**src/rtl/rf_port_arbiter.sv**
```systemverilog
// Round-robin arbiter sharing one register-file port between requesters A and B.
// Write ack 2 cycles after sampled req, read ack 2+RF_READ_LATENCY; req held until ack.
module rf_port_arbiter #(
  parameter int DATA_W          = 32,
  parameter int ADDR_W          = 5,
  parameter int RF_READ_LATENCY = 1,
  parameter int CNT_W           = 16
) (
  input  logic              clk,
  input  logic              rst,
  input  logic              a_req,
  input  logic              a_we,
  input  logic [ADDR_W-1:0] a_rs1,
  input  logic [ADDR_W-1:0] a_rs2,
  input  logic [ADDR_W-1:0] a_wr_add,
  input  logic [DATA_W-1:0] a_wdata,
  input  logic              b_req,
  input  logic              b_we,
  input  logic [ADDR_W-1:0] b_rs1,
  input  logic [ADDR_W-1:0] b_rs2,
  input  logic [ADDR_W-1:0] b_wr_add,
  input  logic [DATA_W-1:0] b_wdata,
  output logic              a_ack,
  output logic              b_ack,
  output logic [DATA_W-1:0] a_rdata1,
  output logic [DATA_W-1:0] a_rdata2,
  output logic [DATA_W-1:0] b_rdata1,
  output logic [DATA_W-1:0] b_rdata2,
  output logic [CNT_W-1:0]  a_count,
  output logic [CNT_W-1:0]  b_count,
  output logic              RF_chip_enable,
  output logic              RF_write_enable,
  output logic [ADDR_W-1:0] RF_rs1_address,
  output logic [ADDR_W-1:0] RF_rs2_address,
  output logic [ADDR_W-1:0] RF_WR_add,
  output logic [DATA_W-1:0] RF_WriteData,
  input  logic [DATA_W-1:0] RF_reg1_data,
  input  logic [DATA_W-1:0] RF_reg2_data
);

  typedef enum logic [1:0] {IDLE, ISSUE, WAIT, RESP} state_t;

  state_t            state_q, state_d;
  logic              gnt_b_q, gnt_b_d;
  logic              last_b_q, last_b_d;
  logic              we_q, we_d;
  logic [ADDR_W-1:0] rs1_q, rs1_d, rs2_q, rs2_d, wr_q, wr_d;
  logic [DATA_W-1:0] wd_q, wd_d;
  logic [1:0]        wcnt_q, wcnt_d;

  always_comb begin
    state_d  = state_q;
    gnt_b_d  = gnt_b_q;
    last_b_d = last_b_q;
    we_d     = we_q;
    rs1_d    = rs1_q;
    rs2_d    = rs2_q;
    wr_d     = wr_q;
    wd_d     = wd_q;
    wcnt_d   = wcnt_q;
    case (state_q)
      IDLE: begin
        if (a_req || b_req) begin
          // On a tie the port that did not win last time is granted.
          gnt_b_d  = b_req && (!a_req || !last_b_q);
          last_b_d = gnt_b_d;
          we_d     = gnt_b_d ? b_we     : a_we;
          rs1_d    = gnt_b_d ? b_rs1    : a_rs1;
          rs2_d    = gnt_b_d ? b_rs2    : a_rs2;
          wr_d     = gnt_b_d ? b_wr_add : a_wr_add;
          wd_d     = gnt_b_d ? b_wdata  : a_wdata;
          state_d  = ISSUE;
        end
      end
      ISSUE: begin
        if (we_q) begin
          state_d = RESP;
        end else begin
          state_d = WAIT;
          wcnt_d  = 2'(RF_READ_LATENCY);
        end
      end
      WAIT: begin
        wcnt_d = wcnt_q - 2'd1;
        if (wcnt_q == 2'd1) state_d = RESP;
      end
      RESP:    state_d = IDLE;
      default: state_d = IDLE;
    endcase
  end

  always_ff @(posedge clk) begin
    if (rst) begin
      state_q  <= IDLE;
      gnt_b_q  <= 1'b0;
      last_b_q <= 1'b1;
      we_q     <= 1'b0;
      rs1_q    <= '0;
      rs2_q    <= '0;
      wr_q     <= '0;
      wd_q     <= '0;
      wcnt_q   <= '0;
    end else begin
      state_q  <= state_d;
      gnt_b_q  <= gnt_b_d;
      last_b_q <= last_b_d;
      we_q     <= we_d;
      rs1_q    <= rs1_d;
      rs2_q    <= rs2_d;
      wr_q     <= wr_d;
      wd_q     <= wd_d;
      wcnt_q   <= wcnt_d;
    end
  end

  // Outputs are registered from the next state so they line up with the state they describe.
  logic              issue_d, resp_d, capture;
  logic [DATA_W-1:0] rd1, rd2;
  assign issue_d = (state_d == ISSUE);
  assign resp_d  = (state_d == RESP);
  assign capture = (state_q == WAIT) && (wcnt_q == 2'd1);
  assign rd1     = (rs1_q == '0) ? '0 : RF_reg1_data;
  assign rd2     = (rs2_q == '0) ? '0 : RF_reg2_data;

  always_ff @(posedge clk) begin
    if (rst) begin
      a_ack           <= 1'b0;
      b_ack           <= 1'b0;
      a_rdata1        <= '0;
      a_rdata2        <= '0;
      b_rdata1        <= '0;
      b_rdata2        <= '0;
      a_count         <= '0;
      b_count         <= '0;
      RF_chip_enable  <= 1'b0;
      RF_write_enable <= 1'b0;
      RF_rs1_address  <= '0;
      RF_rs2_address  <= '0;
      RF_WR_add       <= '0;
      RF_WriteData    <= '0;
    end else begin
      RF_chip_enable  <= issue_d && !(we_d && (wr_d == '0));
      RF_write_enable <= issue_d && we_d;
      RF_rs1_address  <= issue_d ? rs1_d : '0;
      RF_rs2_address  <= issue_d ? rs2_d : '0;
      RF_WR_add       <= issue_d ? wr_d  : '0;
      RF_WriteData    <= issue_d ? wd_d  : '0;
      a_ack           <= resp_d && !gnt_b_d;
      b_ack           <= resp_d && gnt_b_d;
      if (resp_d && !gnt_b_d) a_count <= a_count + CNT_W'(1);
      if (resp_d && gnt_b_d)  b_count <= b_count + CNT_W'(1);
      if (capture) begin
        if (gnt_b_q) begin
          b_rdata1 <= rd1;
          b_rdata2 <= rd2;
        end else begin
          a_rdata1 <= rd1;
          a_rdata2 <= rd2;
        end
      end
    end
  end

endmodule
```
**config.mk**
```make
export PLATFORM = sky130hd
export DESIGN_NAME = rf_port_arbiter
export DESIGN_NICKNAME = d
export VERILOG_FILES = /design/src/rtl/rf_port_arbiter.sv
export SDC_FILE = /design/constraint.sdc
export NUM_CORES = 1
export LEC_CHECK = 0
export CORE_MARGIN = 1.5
export CORE_UTILIZATION = 40
export CTS_BUF_LIST = sky130_fd_sc_hd__clkbuf_16
export DETAILED_ROUTE_END_ITERATION = 12
export GPL_TIMING_DRIVEN = 0
export PLACE_DENSITY = 0.75
export SYNTH_ARGS = -nofsm -noshare
export SYNTH_HDL_FRONTEND = slang
export SYNTH_SLANG_ARGS = --single-unit
```
**constraint.sdc**
```tcl
create_clock -name clk -period 2.3 [get_ports clk]
set_input_delay 0.46 -clock clk [delete_from_list [all_inputs] [get_ports clk]]
set_output_delay 0.46 -clock clk [all_outputs]
set_load 0.1 [all_outputs]
```
==> impl_metrics.ini <==
[status]
status = complete, no violations

[cts]
cts_buffers = 28
holdBufCountCts = 0
cts.clk_slew.worst_paths_ns = 0.06
clockBufferDepth = 3
htreeDepth = 1
cts_tree = done
clkSinkCount = 265
cts-root-buf = clkbuf_16
clk-insertion-delay-late_ns = 0.53

[synth]
syn_area_per_cell_um2 = 8.18
synthMuxAreaShare = 0.00486
synth_xor_area_frac = 0.0192
ys_ff_latch = 265
ys_seq_area_frac = 0.529
syn_nets = 1398
synth_compound_area_frac = 0.148
synth_edf_count = 0
async_flop_share = 0
ys_types = 59
syn_area_mm2 = 0.0100
yosys.area_share.simple = 0.249
synthesis.instances = 1227
ys.flop_type = dfxtp_1
synth_top_family_by_area = simple AND/OR/NAND/NOR gates
synthAdderAreaFrac = 0.00873
synth_warnings = 0

[worst_setup_path]
worstPathCellList = clkdlybuf4s15_1
critPathBufInv = 1
critical_path_class = flop to output pin
critPathLaunchType = flop
crit_arrival_ns = 1.81
worst_path_max_delay_cell = clkdlybuf4s15_1
cp-end-kind = output pin
cp.required_ns = 1.84
worstPathMaxFanout = 5
crit_family = buffers and inverters
crit_path_max_incr_delay_ns = 0.86

[power]
peakVddDrop_mv = 0.822
power_mw = 16.1
p_leak_nw = 6.27
p_per_area_mw_per_mm2 = 1080

[final_layout]
drive_above_1_share = 0.0635
n_fill_cell = 2272
final_cell_mix = dfxtp_1, nand2_1, a21oi_1
area_growth_syn_to_layout_pct = 48.3
multi_input_area_mm2 = 0.00434
fin_area_mm2 = 0.0149
layout.area.seq_mm2 = 0.00531
antenna_cells = 0
layout_commonest_cell = dfxtp_1
fin_nets = 1803

[drt]
wire_per_inst_um = 17.4
viasPerCell = 5.16
drt_iter0_drc = 859
dr.pass1.iters = 7
wl_um = 34300
vias = 10200
drc = 0
ant_nets = 0

[floorplanning]
fp.dieH_um = 161
initial_utilization = 0.410
fp.dieW_um = 161
coreArea_mm2 = 0.0245
dieArea_mm2 = 0.0260
std_cell_rows = 57
io_pins = 375

[place]
portBuffers = 374
dp_hpwl_um = 26200
dp_slack_ns = -0.529
place_congestion = 0.886
placed_area_mm2 = 0.0142

[grt]
grt_pass1_vias = 9548
grt_max_degree = 14
grt_first_pass_wirelength_um = 52200
grt_usage = 0.252
antenna_found_initial = 0
grt.overflow.total = 0

[min_path]
hold_path.class = flop to flop

[sta]
max_freq_mhz = 441
skew_ns = 0.0101
setup-violations-final = 0
final-hold-violation-count = 0
tightest_slew_ns = 1.07
maxSlewHeadroom = 0.287
period_share = 0.985
slew_viol_final = 0
fin_ws_ns = 0.0345
min_period_ns = 2.27
rsz0062_at_grt = yes

[flow_run]
cap_viol_max_count = 0
==> per-layer routing <==
layer  part of all wire  GRT usage  up-vias
li1                   -          -     4976
met1               0.42      0.309     4763
met2               0.48      0.437      398
met3              0.060     0.0416       79
met4              0.039      0.104        0
met5                  0          0        -
==> cell usage after synthesis, drive strengths merged, types with 3 or more instances <==
cell | number | area [um2]
buf | 27 | 144
nor2 | 137 | 514
xor2 | 18 | 158
nor3 | 5 | 25.0
xnor2 | 4 | 35.0
and4 | 3 | 26.3
a211oi | 3 | 40.0
nand3 | 138 | 696
or2 | 3 | 18.8
inv | 9 | 33.8
o21ai | 14 | 73.8
a2111oi | 4 | 53.8
a21oi | 224 | 1120
clkbuf | 63 | 236
ha | 7 | 87.6
nand2b | 3 | 18.8
mux2 | 4 | 48.8
nand2 | 233 | 877
and2 | 5 | 31.3
nor2b | 4 | 25.0
nand4 | 17 | 113
dfxtp | 265 | 5310
and3 | 5 | 31.3
or3 | 5 | 31.3
==> report_power, final <==
part           switching [mW]  leakage, nW  internal (mW)
clock                    1.82        0.442           2.49
combinational            4.89         3.68           1.50
sequential              0.253         2.15           5.17
==> path summary, 6_finish.rpt <==
kind,startpoint,to,slack (ns),cells after the start
max,a_count[1],a_count[1],0.03,1
min,a_rdata1[0],a_rdata1[0],0.45,2
max reg2reg,state_q[0],b_count[9],0.07,7
min reg2reg,a_rdata1[0],a_rdata1[0],0.45,2
==> final cells by class <==
type / count / share of cell area
Buffer: 88 / 0.0262
Clock buffer: 29 / 0.0488
Clock inverter: 23 / 0.0104
Inverter: 9 / 0.00227
Multi-Input combinational cell: 863 / 0.292
Sequential cell: 265 / 0.357
Tap cell: 324 / 0.0272
Timing Repair Buffer: 377 / 0.237
==> what timing repair did <==
| action | 4_1_cts | 5_1_grt |
|---|---|---|
| setup endpoints to repair | 401 | 115 |
| pin swaps | 0 | 2 |
| setup buffers | 1 | 2 |
| gates resized for setup | 235 | 37 |
==> cell families after synthesis <==
group / after synthesis
compound gates: 264
mux: 4
simple gates: 566
fa+ha+maj: 7
buf+inv: 99
flops: 265
xor+xnor: 22
==> metrics by stage <==
| step | hold slack, ns | std cells | setup TNS [ns] | utilization |
|---|---|---|---|---|
| 6_report | 0.450 | 1978 | 0 | 0.608 |
| 3_3_place_gp | 0.441 | 1925 | -77.02 | 0.580 |
| 4_1_cts | 0.451 | 1976 | 0 | 0.607 |
| 3_5_place_dp | 0.445 | 1925 | -84.86 | 0.580 |
| 2_1_floorplan | 0.447 | 1227 | 0 | - |
| 5_1_grt | 0.467 | 1978 | -0.0553 | 0.608 |
==> state kept, by name (all words and copies together) (netlist names), 16 cells and up <==
name          flops
a_rdata2         32
wd_q             32
b_count          16
b_rdata1         32
RF_WriteData     32
b_rdata2         32
a_rdata1         32
a_count          16
==> worst min-delay path, stage by stage (launching register included) <==
cell	delay (ns)
dfxtp_1	0.30
nand2_1	0.05
a21oi_1	0.05
Note: power is estimated with default switching activity, not from simulation.
